===== src/rtl/sram_slv_pkg.sv =====
// rtl/sram_slv_pkg.sv - shared AXI widths, response/burst codes and FSM state for the SRAM slave
package sram_slv_pkg;

    localparam int AXI_ID_W   = 4;
    localparam int AXI_ADDR_W = 32;
    localparam int AXI_DATA_W = 32;
    localparam int AXI_LEN_W  = 8;
    localparam int AXI_SIZE_W = 3;
    localparam int AXI_STRB_W = 4;

    localparam logic [1:0] RESP_OKAY   = 2'b00;
    localparam logic [1:0] RESP_SLVERR = 2'b10;

    localparam logic [1:0] BURST_FIXED = 2'b00;
    localparam logic [1:0] BURST_INCR  = 2'b01;
    localparam logic [1:0] BURST_WRAP  = 2'b10;

    typedef enum logic [2:0] {
        ST_IDLE,
        ST_R_REQ,
        ST_R_CAP,
        ST_R_DATA,
        ST_W_DATA,
        ST_W_RESP
    } state_e;

    // SRAM bit-write-enable is active-low, one byte lane per strobe bit
    function automatic logic [AXI_DATA_W-1:0] strb_to_bweb(input logic [AXI_STRB_W-1:0] strb);
        logic [AXI_DATA_W-1:0] m;
        for (int i = 0; i < AXI_STRB_W; i++) begin
            m[i*8 +: 8] = {8{~strb[i]}};
        end
        return m;
    endfunction

endpackage


===== src/rtl/sram_axi_slave_if.sv =====
// rtl/sram_axi_slave_if.sv - AXI channel bundle between the slave-side CDC FIFOs and the SRAM slave
interface sram_axi_slave_if;
    import sram_slv_pkg::*;

    logic [AXI_ID_W-1:0]   AWID;
    logic [AXI_ADDR_W-1:0] AWADDR;
    logic [AXI_LEN_W-1:0]  AWLEN;
    logic [AXI_SIZE_W-1:0] AWSIZE;
    logic [1:0]            AWBURST;
    logic                  AWVALID;
    logic                  AWREADY;

    logic [AXI_DATA_W-1:0] WDATA;
    logic [AXI_STRB_W-1:0] WSTRB;
    logic                  WLAST;
    logic                  WVALID;
    logic                  WREADY;

    logic [AXI_ID_W-1:0]   ARID;
    logic [AXI_ADDR_W-1:0] ARADDR;
    logic [AXI_LEN_W-1:0]  ARLEN;
    logic [AXI_SIZE_W-1:0] ARSIZE;
    logic [1:0]            ARBURST;
    logic                  ARVALID;
    logic                  ARREADY;

    logic [AXI_ID_W-1:0]   RID;
    logic [AXI_DATA_W-1:0] RDATA;
    logic [1:0]            RRESP;
    logic                  RLAST;
    logic                  RVALID;
    logic                  RREADY;

    logic [AXI_ID_W-1:0]   BID;
    logic [1:0]            BRESP;
    logic                  BVALID;
    logic                  BREADY;

    modport master (
        output AWID, AWADDR, AWLEN, AWSIZE, AWBURST, AWVALID,
        input  AWREADY,
        output WDATA, WSTRB, WLAST, WVALID,
        input  WREADY,
        output ARID, ARADDR, ARLEN, ARSIZE, ARBURST, ARVALID,
        input  ARREADY,
        input  RID, RDATA, RRESP, RLAST, RVALID,
        output RREADY,
        input  BID, BRESP, BVALID,
        output BREADY
    );

    modport slave (
        input  AWID, AWADDR, AWLEN, AWSIZE, AWBURST, AWVALID,
        output AWREADY,
        input  WDATA, WSTRB, WLAST, WVALID,
        output WREADY,
        input  ARID, ARADDR, ARLEN, ARSIZE, ARBURST, ARVALID,
        output ARREADY,
        output RID, RDATA, RRESP, RLAST, RVALID,
        input  RREADY,
        output BID, BRESP, BVALID,
        input  BREADY
    );

endinterface


===== src/rtl/sram_slv_addr_gen.sv =====
// rtl/sram_slv_addr_gen.sv - burst word address, beat counter and last-beat flag
module sram_slv_addr_gen
    import sram_slv_pkg::*;
#(
    parameter int ADDR_WIDTH = 14
) (
    input  logic                  clk,
    input  logic                  rst,
    input  logic                  load,
    input  logic [ADDR_WIDTH-1:0] load_addr,
    input  logic [AXI_LEN_W-1:0]  load_len,
    input  logic [1:0]            load_burst,
    input  logic                  advance,
    output logic [ADDR_WIDTH-1:0] addr,
    output logic                  last
);

    logic [ADDR_WIDTH-1:0] addr_q, addr_d;
    logic [AXI_LEN_W-1:0]  cnt_q, cnt_d;
    logic [AXI_LEN_W-1:0]  len_q, len_d;
    logic [1:0]            burst_q, burst_d;

    // WRAP is sequenced like INCR; the word address rolls over at the top of the macro
    always_comb begin
        addr_d  = addr_q;
        cnt_d   = cnt_q;
        len_d   = len_q;
        burst_d = burst_q;
        if (load) begin
            addr_d  = load_addr;
            cnt_d   = '0;
            len_d   = load_len;
            burst_d = load_burst;
        end else if (advance) begin
            cnt_d = cnt_q + 1'b1;
            if (burst_q != BURST_FIXED) begin
                addr_d = addr_q + 1'b1;
            end
        end
    end

    always_ff @(posedge clk) begin
        if (rst) begin
            addr_q  <= '0;
            cnt_q   <= '0;
            len_q   <= '0;
            burst_q <= BURST_FIXED;
        end else begin
            addr_q  <= addr_d;
            cnt_q   <= cnt_d;
            len_q   <= len_d;
            burst_q <= burst_d;
        end
    end

    assign addr = addr_q;
    assign last = (cnt_q == len_q);

endmodule


===== src/rtl/sram_axi_slave.sv =====
// rtl/sram_axi_slave.sv - AXI burst slave onto a single-port synchronous SRAM macro
// SRAM_SLV_ERR_EN: out-of-range start addresses answer SLVERR without touching the SRAM.
module sram_axi_slave
    import sram_slv_pkg::*;
#(
    parameter int ADDR_WIDTH = 14
) (
    input  logic                  clk,
    input  logic                  rst,
    sram_axi_slave_if.slave       axi,
    output logic                  CEB,
    output logic                  WEB,
    output logic [AXI_DATA_W-1:0] BWEB,
    output logic [ADDR_WIDTH-1:0] A,
    output logic [AXI_DATA_W-1:0] DI,
    input  logic [AXI_DATA_W-1:0] DO
);

    state_e                state_q, state_d;
    logic [AXI_ID_W-1:0]   id_q, id_d;
    logic                  err_q, err_d;
    logic [AXI_DATA_W-1:0] rdata_q, rdata_d;

    logic                  load, advance, last;
    logic [ADDR_WIDTH-1:0] addr, load_addr;
    logic [AXI_LEN_W-1:0]  load_len;
    logic [1:0]            load_burst;
    logic                  ar_oor, aw_oor;

`ifdef SRAM_SLV_ERR_EN
    assign ar_oor = |axi.ARADDR[AXI_ADDR_W-1:ADDR_WIDTH+2];
    assign aw_oor = |axi.AWADDR[AXI_ADDR_W-1:ADDR_WIDTH+2];
`else
    assign ar_oor = 1'b0;
    assign aw_oor = 1'b0;
`endif

    // Read wins a simultaneous AR/AW request, so the load mux follows ARVALID
    assign load_addr  = axi.ARVALID ? axi.ARADDR[ADDR_WIDTH+1:2] : axi.AWADDR[ADDR_WIDTH+1:2];
    assign load_len   = axi.ARVALID ? axi.ARLEN   : axi.AWLEN;
    assign load_burst = axi.ARVALID ? axi.ARBURST : axi.AWBURST;

    logic unused_sig;
    assign unused_sig = ^{axi.ARSIZE, axi.AWSIZE, axi.ARADDR, axi.AWADDR};

    sram_slv_addr_gen #(.ADDR_WIDTH(ADDR_WIDTH)) u_addr_gen (
        .clk        (clk),
        .rst        (rst),
        .load       (load),
        .load_addr  (load_addr),
        .load_len   (load_len),
        .load_burst (load_burst),
        .advance    (advance),
        .addr       (addr),
        .last       (last)
    );

    always_comb begin
        state_d     = state_q;
        id_d        = id_q;
        err_d       = err_q;
        rdata_d     = rdata_q;
        load        = 1'b0;
        advance     = 1'b0;
        axi.ARREADY = 1'b0;
        axi.AWREADY = 1'b0;
        axi.WREADY  = 1'b0;
        axi.RVALID  = 1'b0;
        axi.BVALID  = 1'b0;
        CEB         = 1'b1;
        WEB         = 1'b1;
        BWEB        = '1;
        case (state_q)
            ST_IDLE: begin
                axi.ARREADY = 1'b1;
                axi.AWREADY = ~axi.ARVALID;
                if (axi.ARVALID) begin
                    load    = 1'b1;
                    id_d    = axi.ARID;
                    err_d   = ar_oor;
                    state_d = ST_R_REQ;
                end else if (axi.AWVALID) begin
                    load    = 1'b1;
                    id_d    = axi.AWID;
                    err_d   = aw_oor;
                    state_d = ST_W_DATA;
                end
            end
            ST_R_REQ: begin
                CEB     = err_q;
                state_d = ST_R_CAP;
            end
            ST_R_CAP: begin
                rdata_d = err_q ? '0 : DO;
                state_d = ST_R_DATA;
            end
            ST_R_DATA: begin
                axi.RVALID = 1'b1;
                if (axi.RREADY) begin
                    if (last) begin
                        state_d = ST_IDLE;
                    end else begin
                        advance = 1'b1;
                        state_d = ST_R_REQ;
                    end
                end
            end
            ST_W_DATA: begin
                axi.WREADY = 1'b1;
                if (axi.WVALID) begin
                    CEB     = err_q;
                    WEB     = err_q;
                    BWEB    = err_q ? '1 : strb_to_bweb(axi.WSTRB);
                    advance = 1'b1;
                    if (axi.WLAST) begin
                        state_d = ST_W_RESP;
                    end
                end
            end
            ST_W_RESP: begin
                axi.BVALID = 1'b1;
                if (axi.BREADY) begin
                    state_d = ST_IDLE;
                end
            end
            default: state_d = ST_IDLE;
        endcase
    end

    always_ff @(posedge clk) begin
        if (rst) begin
            state_q <= ST_IDLE;
            id_q    <= '0;
            err_q   <= 1'b0;
            rdata_q <= '0;
        end else begin
            state_q <= state_d;
            id_q    <= id_d;
            err_q   <= err_d;
            rdata_q <= rdata_d;
        end
    end

    assign axi.RID   = id_q;
    assign axi.RDATA = rdata_q;
    assign axi.RRESP = (state_q == ST_R_DATA && err_q) ? RESP_SLVERR : RESP_OKAY;
    assign axi.RLAST = (state_q == ST_R_DATA) && last;
    assign axi.BID   = id_q;
    assign axi.BRESP = (state_q == ST_W_RESP && err_q) ? RESP_SLVERR : RESP_OKAY;
    assign A         = addr;
    assign DI        = axi.WDATA;

endmodule


===== src/flat_wrapper.sv =====
// flat-port wrapper written by rule: the top's interface ports become plain ports
module sram_axi_slave_flat import sram_slv_pkg::*;
#(
    parameter int ADDR_WIDTH = 14
)
  (clk, rst, CEB, WEB, BWEB, A, DI, DO, axi_AWID, axi_AWADDR, axi_AWLEN, axi_AWSIZE, axi_AWBURST, axi_AWVALID, axi_AWREADY, axi_WDATA, axi_WSTRB, axi_WLAST, axi_WVALID, axi_WREADY, axi_ARID, axi_ARADDR, axi_ARLEN, axi_ARSIZE, axi_ARBURST, axi_ARVALID, axi_ARREADY, axi_RID, axi_RDATA, axi_RRESP, axi_RLAST, axi_RVALID, axi_RREADY, axi_BID, axi_BRESP, axi_BVALID, axi_BREADY);
  sram_axi_slave_if axi_i ();
  input  logic clk;
  input  logic rst;
  output logic CEB;
  output logic WEB;
  output logic [AXI_DATA_W-1:0] BWEB;
  output logic [ADDR_WIDTH-1:0] A;
  output logic [AXI_DATA_W-1:0] DI;
  input  logic [AXI_DATA_W-1:0] DO;
  input wire logic [$bits(axi_i.AWID)-1:0] axi_AWID;
  input wire logic [$bits(axi_i.AWADDR)-1:0] axi_AWADDR;
  input wire logic [$bits(axi_i.AWLEN)-1:0] axi_AWLEN;
  input wire logic [$bits(axi_i.AWSIZE)-1:0] axi_AWSIZE;
  input wire logic [$bits(axi_i.AWBURST)-1:0] axi_AWBURST;
  input wire logic [$bits(axi_i.AWVALID)-1:0] axi_AWVALID;
  output wire logic [$bits(axi_i.AWREADY)-1:0] axi_AWREADY;
  input wire logic [$bits(axi_i.WDATA)-1:0] axi_WDATA;
  input wire logic [$bits(axi_i.WSTRB)-1:0] axi_WSTRB;
  input wire logic [$bits(axi_i.WLAST)-1:0] axi_WLAST;
  input wire logic [$bits(axi_i.WVALID)-1:0] axi_WVALID;
  output wire logic [$bits(axi_i.WREADY)-1:0] axi_WREADY;
  input wire logic [$bits(axi_i.ARID)-1:0] axi_ARID;
  input wire logic [$bits(axi_i.ARADDR)-1:0] axi_ARADDR;
  input wire logic [$bits(axi_i.ARLEN)-1:0] axi_ARLEN;
  input wire logic [$bits(axi_i.ARSIZE)-1:0] axi_ARSIZE;
  input wire logic [$bits(axi_i.ARBURST)-1:0] axi_ARBURST;
  input wire logic [$bits(axi_i.ARVALID)-1:0] axi_ARVALID;
  output wire logic [$bits(axi_i.ARREADY)-1:0] axi_ARREADY;
  output wire logic [$bits(axi_i.RID)-1:0] axi_RID;
  output wire logic [$bits(axi_i.RDATA)-1:0] axi_RDATA;
  output wire logic [$bits(axi_i.RRESP)-1:0] axi_RRESP;
  output wire logic [$bits(axi_i.RLAST)-1:0] axi_RLAST;
  output wire logic [$bits(axi_i.RVALID)-1:0] axi_RVALID;
  input wire logic [$bits(axi_i.RREADY)-1:0] axi_RREADY;
  output wire logic [$bits(axi_i.BID)-1:0] axi_BID;
  output wire logic [$bits(axi_i.BRESP)-1:0] axi_BRESP;
  output wire logic [$bits(axi_i.BVALID)-1:0] axi_BVALID;
  input wire logic [$bits(axi_i.BREADY)-1:0] axi_BREADY;
  assign axi_i.AWID = axi_AWID;
  assign axi_i.AWADDR = axi_AWADDR;
  assign axi_i.AWLEN = axi_AWLEN;
  assign axi_i.AWSIZE = axi_AWSIZE;
  assign axi_i.AWBURST = axi_AWBURST;
  assign axi_i.AWVALID = axi_AWVALID;
  assign axi_AWREADY = axi_i.AWREADY;
  assign axi_i.WDATA = axi_WDATA;
  assign axi_i.WSTRB = axi_WSTRB;
  assign axi_i.WLAST = axi_WLAST;
  assign axi_i.WVALID = axi_WVALID;
  assign axi_WREADY = axi_i.WREADY;
  assign axi_i.ARID = axi_ARID;
  assign axi_i.ARADDR = axi_ARADDR;
  assign axi_i.ARLEN = axi_ARLEN;
  assign axi_i.ARSIZE = axi_ARSIZE;
  assign axi_i.ARBURST = axi_ARBURST;
  assign axi_i.ARVALID = axi_ARVALID;
  assign axi_ARREADY = axi_i.ARREADY;
  assign axi_RID = axi_i.RID;
  assign axi_RDATA = axi_i.RDATA;
  assign axi_RRESP = axi_i.RRESP;
  assign axi_RLAST = axi_i.RLAST;
  assign axi_RVALID = axi_i.RVALID;
  assign axi_i.RREADY = axi_RREADY;
  assign axi_BID = axi_i.BID;
  assign axi_BRESP = axi_i.BRESP;
  assign axi_BVALID = axi_i.BVALID;
  assign axi_i.BREADY = axi_BREADY;
  sram_axi_slave #(.ADDR_WIDTH(ADDR_WIDTH)) u_core (.clk(clk), .rst(rst), .axi(axi_i), .CEB(CEB), .WEB(WEB), .BWEB(BWEB), .A(A), .DI(DI), .DO(DO));
endmodule

===== config.mk =====
export PLATFORM = sky130hd
export DESIGN_NAME = sram_axi_slave_flat
export DESIGN_NICKNAME = d
export VERILOG_FILES = /design/src/rtl/sram_slv_pkg.sv /design/src/rtl/sram_axi_slave_if.sv /design/src/rtl/sram_slv_addr_gen.sv /design/src/rtl/sram_axi_slave.sv /design/src/flat_wrapper.sv
export SDC_FILE = /design/constraint.sdc
export NUM_CORES = 1
export LEC_CHECK = 0
export CORE_MARGIN = 2
export CORE_UTILIZATION = 25
export DETAILED_ROUTE_END_ITERATION = 12
export SYNTH_ARGS = -nofsm -noshare
export SYNTH_HDL_FRONTEND = slang
export SYNTH_SLANG_ARGS = --single-unit

===== constraint.sdc =====
create_clock -name clk -period 1.8 [get_ports clk]
set_input_delay 0.18 -clock clk [delete_from_list [all_inputs] [get_ports clk]]
set_output_delay 0.18 -clock clk [all_outputs]
set_load 0.02 [all_outputs]

Word-level counts from Yosys, hierarchy flattened:

Index checks and enable logic that the tools add are counted.

* input bits: 174
* logic and storage cells: 77
* flip-flop bits (word level): 72

* reduce and logical (&&, ||, !) cells: 12
* bitwise operators: 5
* equality and inequality tests: 11
* mux-type cells: 39
* add/sub/neg operators: 2

Operators by type and width (count)
* two-way mux 32 bit: 4
* two-way mux 14 bit: 4
* two-way mux 3 bit: 6
* case mux 3 bit (6 select lines): 1
* two-way mux 1 bit: 16
* adder 14 x 1 -> 14 bit, second input constant: 1
* adder 8 x 1 -> 8 bit, second input constant: 1
* == test 8 bit: 1
* two-way mux 4 bit: 2
* two-way mux 8 bit: 1
* != test 2 bit, second input constant: 4
* nonzero test 2 bit: 4
* == test 3 x 2 -> 1 bit, second input constant: 2
* == test 3 bit, second input constant: 2
* two-way mux 2 bit: 3
* NOT 1 bit: 5
* AND reduction 5 bit: 1
* case mux 1 bit (2 select lines): 2
* AND reduction 2 bit: 2
* == test 3 x 1 -> 1 bit, second input constant: 1
* logical AND 1 bit: 3
* logical NOT 3 bit: 1
* != test 3 bit, second input constant: 1
* OR reduction 2 bit: 1

Depth between registers and ports, before layout:

Gate-level depths: netlist of run 1.

* word-level depth: 6
* depth in mapped cells: 9

By module:

A second synthesis of run 1 with hierarchy kept.

* cell total of the unflattened synthesis: 482
* area, all modules: 4012.6 µm²

By module, submodules not included
* sram_axi_slave: area an instance 2396.0 µm², times used 1, cells an instance 298, sequential area each 780.7 µm²
* sram_slv_addr_gen: area an instance 1616.6 µm², times used 1, cells an instance 184, sequential area each 640.6 µm²

Worst setup path after synthesis of run 1:

OpenSTA, ideal clock, no wires.

* path type: reg-to-reg
* start: register u_core.u_addr_gen.addr_q[2] (netlist: u_core.u_addr_gen.addr[2])
* end: register u_core.u_addr_gen.addr_q[5] (netlist: u_core.u_addr_gen.addr[5])
* clock period less this slack: 1.902 ns
* path slack: -0.102 ns
* data required time: 1.697 ns
* data arrival time: 1.799 ns
* setup time: 0.103 ns
* stages on the path, launching flop included: 7
* buffers on the path: 1
* cells stage by stage: dfxtp_1 > clkbuf_1 > nand3_1 > or4_1 > a21oi_1 > nor4_1 > a2111oi_2

* cells in the longest elaborated chain, start to end: 4

RTL lines
* start: declaration: line sram_slv_addr_gen.sv:18 `logic [ADDR_WIDTH-1:0] addr_q, addr_d;`
* start signal: assignment: line sram_slv_addr_gen.sv:49 `addr_q <= addr_d;`
* adder 14 x 1 -> 14 bit: line sram_slv_addr_gen.sv:37 `addr_d = addr_q + 1'b1;`
* two-way mux 14 bit: line sram_slv_addr_gen.sv:36 `if (burst_q != BURST_FIXED) begin`
* two-way mux 14 bit: line sram_slv_addr_gen.sv:34 `end else if (advance) begin`
* two-way mux 14 bit: line sram_slv_addr_gen.sv:29 `if (load) begin`

Every way passes these cells. The select of a mux whose other input is x is not followed.
A chain may end at the register's enable or synchronous reset.

Worst setup path in the final report of run 1:

* start: register u_core.state_q[2]
* end: register u_core.u_addr_gen.addr_q[13] (netlist: u_core.u_addr_gen.addr[13])

* cells in the longest elaborated chain, start to end: 4
* elaborated cells between the ends (all ways): 9
* those cells by class: eq/ne (2); mux (3); reduce/logical (4)

RTL lines
* start: declaration: line sram_axi_slave.sv:19 `state_e state_q, state_d;`
* start signal: assignment: line sram_axi_slave.sv:137 `state_q <= state_d;`
* == test 3 bit (tied with other cells): line sram_axi_slave.sv:73 `case (state_q)`
* case mux 1 bit (2 select lines) or two-way mux 1 bit (tied branches): line sram_axi_slave.sv:73
* nonzero test 2 bit (no line)
* AND reduction 2 bit (no line)

Several ways; a longest one is shown, not always the timed one.

==> flow_results.org, run 1 <==
** Run status
- Run status :: complete, but fails checks
- Violated checks :: setup timing

** Drt
- Routed WL per cell :: 16.0 um
- Count of unresolved DRC violations after routing :: 0
- In the routed layout, each cell is associated on average with a via count of 4.80.
- Sum of routed wire length over all layers :: 15.1 mm
- The routed layout has 4530 vias.
- The first routing iteration left 232 violations.
- The first TritonRoute pass finished after 5 iterations.
- DRT antenna net count :: 0

** Clocking
- After clock tree synthesis, the clock-pin slew on the worst setup and hold paths is 60 ps.
- Skew-Pair Late Insertion Delay :: 340 ps
- In this run, post-CTS hold repair placed 0 buffers.
- Maximum level of the CTS H-tree :: 3
- Total number of clock tree sinks :: 71
- TritonCTS built the clock tree.
- Total CTS buffers :: 9
- The cell sitting at the root of the clock tree is a clkbuf_16.
- Maximum clock path buffer count :: 2

** Synth
- Number of enable-type register cells in the synthesized netlist :: 0
- By count the netlist is led by nand2_1 (89), dfxtp_1 (71), buf_4 (68).
- The most used flip-flop cell after synthesis is dfxtp_1.
- Library cell occupying the most area in the post-synthesis netlist :: dfxtp_1
- Synth async-reset ratio :: 0%
- For this run, the number of Yosys warnings is 0.
- Synth Area per Inst :: 8.01 um^2
- Share of the synthesized area in the top cell type :: 33.5%
- The number of different library cells used by synthesis comes to 56.
- The cell count after synthesis came out at 530.
- Post-synthesis sequential element count :: 71
- After synthesis, the cell types taking the most area are dfxtp_1 (34%), buf_4 (12%), nand2_1 (7.9%).
- Proportion of synthesized chip area in sequential cells :: 33.5%
- The cell area that synthesis handed to floorplanning was 4240 um^2.
- Dominant cell by count in the synthesized netlist :: nand2_1

** Setup path
- STA puts the critical path data required time at 2030 ps.
- The slowest stage of the critical path belongs to the cell nor3_1.
- Critical Path End Type :: flip-flop
- The critical path starts at u_core.state_q[2].
- The worst setup path is launched from a flip-flop.
- End of the critical path :: u_core.u_addr_gen.addr[13]
- RR Endpoint :: u_core.u_addr_gen.addr[13]
- The critical path is of the reg -> reg type.
- Reg2reg setup slack :: -70 ps
- Cells on worst reg2reg path :: 6
- Cell-by-cell listing of the critical path :: nand4b_1 -> nor3_1 -> buf_4 -> o211ai_1 -> a21oi_1 -> and3b_1
- Along the worst path, the maximum fanout reaches 7.
- Data arrival at the endpoint of the critical path :: 2100 ps
- Startpoint of the worst register-to-register path :: u_core.state_q[2]
- Worst stage delay on the critical path :: 440 ps

** Floorplanning
- The die covers 18000 um^2.
- For this configuration, the core starts out at a cell density of 25.6%.
- Top-level port count :: 304
- Floorplan die width :: 134 um
- The core region is 16600 um^2.
- FP Rows :: 47
- From bottom edge to top edge, the die measures 134 um.

** Timing
- Final total negative setup slack :: -149 ps
- Final worst clock skew :: 5.65 ps
- Relative slew slack :: 55.0%
- Setup repair after global routing could not meet its margin everywhere.
- Setup violations remaining at the end of the flow were counted as 3.
- Final worst-path cycle share :: 104%
- Number of max-slew violations in the final report :: 0
- Clock period minus final worst setup slack :: 1870 ps
- Hold Violations, Final :: 0
- At the pin with the least slew margin, the transition time is 675 ps.
- Static timing analysis puts the maximum clock frequency at 0.534 GHz.
- Worst path setup slack after routing :: -71.9 ps

** Global routing
- First-pass GRT wire length :: 22.8 mm
- Overflow left after global routing :: 0
- For this run, the total global-route usage over all layers was measured as 16.0%.
- The number of antenna violations at the first check in global routing was 0.
- Via count of the first global-routing pass :: 4510
- Entering global routing, the biggest net connects 33 pins.

** Place
- The wire-length estimate of the detail-placed layout is 11.1 mm.
- Input and output buffers added on the ports amount to 193.
- OpenSTA, run right after detailed placement, puts the worst setup slack at -283 ps.
- Routability-driven placement finished with a final weighted congestion of 0.860.

** Final layout
- Number of nets in the finished design :: 896
- The number of antenna diodes in the final layout is 0.
- Post-layout utilization of the core :: 42.9%
- Fraction of final layout cells sized beyond drive strength 1 :: 29.8%
- Compared with the post-synthesis result, the final layout area differs by 67.8%.

** Flow run
- Max-cap violations :: 0

** Power
- Worst IR Drop VDD :: 498 uV
- For this design the static power due to leakage is 2.69 nW.
- Power density over the cells :: 1290 nW/um^2

** Min path
- Worst hold path type :: in -> out
## power breakdown
| group | total (W) | internal [W] | switching (W) | leakage [nW] |
|---|---|---|---|---|
| clock network | 0.00208 | 0.00139 | 0.000694 | 0.165 |
| logic | 0.00481 | 0.00234 | 0.00247 | 1.93 |
| registers | 0.00231 | 0.00197 | 0.000344 | 0.587 |
| total | 0.00920 | 0.00569 | 0.00350 | 2.69 |
## flip-flops by register name, summed over array words and instances, names as in the netlist
register / flops
u_core.axi.RDATA: 32
u_core.u_addr_gen.addr: 14
u_core.u_addr_gen.cnt_q: 8
u_core.u_addr_gen.len_q: 8
u_core.axi.BID: 4
u_core.state_q: 3
u_core.u_addr_gen.burst_q: 2
## metrics by stage
step           std cells  instance area [um^2]  hold slack, ps  total power [W]
3_3_place_gp         920                  6390             360          0.00636
4_1_cts              941                  6730             360          0.00867
2_1_floorplan        533                  4270             316          0.00461
5_1_grt              944                  7120             360          0.00969
3_5_place_dp         920                  6390             360          0.00642
6_report             944                  7120             360          0.00920
## critical path: cells and delay by family, from the launching register on
family                 cells  cell delay [ps]
DFF                        1              370
buffers and inverters      1              180
AOI/OAI and AO/OA          2              320
and+or+nand+nor            3              890
## cell families after synthesis
family / count (synthesis) / share of synthesized area [%]
buffers and inverters: 109 / 16.5
muxes: 30 / 7.08
xor gates and xnor gates: 8 / 1.65
and+or+nand+nor: 198 / 23.0
adders and majority gates: 2 / 0.590
AOI/OAI and AO/OA: 111 / 17.5
other: 1 / 0.0884
DFF: 71 / 33.5
## timing repair
| item | 4_1_cts | 5_1_grt |
|---|---|---|
| pin swaps | 7 | 24 |
| cloned | 0 | 0 |
| buffers inserted | 6 | 4 |
| setup endpoints to repair | 71 | 40 |
| gates resized for setup | 163 | 94 |
## cell usage in the layout, fill, tap and decap left out, types with 6 or more instances in the layout
cell,instances
a21oi_1,51
nor3_1,8
dfxtp_1,54
or3_1,8
mux2i_1,30
a211oi_1,15
nand2_2,6
buf_4,74
nand3_1,14
xnor2_2,8
a211oi_2,12
clkdlybuf4s50_1,151
nor2_1,25
clkbuf_16,9
nand2_1,81
dfxtp_2,13
buf_6,17
buf_2,26
nor4_1,6
## metal layers
layer	part of all wire [%]	routed length, um	track usage, %	up-vias
met5	0	0	0	-
met4	2.4	362	6.78	0
met3	10	1550	6.27	36
li1	-	-	-	2182
met2	48	7250	27.3	227
met1	39	5970	17.7	2085
## worst min-delay path by stage
| stage | endpoint | cells past startpoint | slack [ps] | start |
|---|---|---|---|---|
| floorplan | u_core.axi.RDATA[6] | 2 | 320 | DO[6] |
| global placement | DI[0] | 0 | 360 | axi_WDATA[0] |
| detailed placement | DI[0] | 0 | 360 | axi_WDATA[0] |
| CTS | DI[0] | 0 | 360 | axi_WDATA[0] |
| global route | DI[3] | 0 | 360 | axi_WDATA[3] |
| finish | DI[19] | 0 | 360 | axi_WDATA[19] |
## area by class of cell
type	instances	area (um^2)
fillers	1593	9460
inverters	5	21.3
flip-flops and latches	71	1450
clock buffers	10	239
well taps	220	275
clock inverters	5	106
multi-input cells	353	2490
repair buffers	280	2540
Power figures use the tool's default switching activity.
==> run 2: changes to the inputs <==
- GPL_ROUTABILITY_DRIVEN: default -> 1
==> results of run 2 <==
Same layout as run 1: the final DEF is identical, and so are final timing and power.
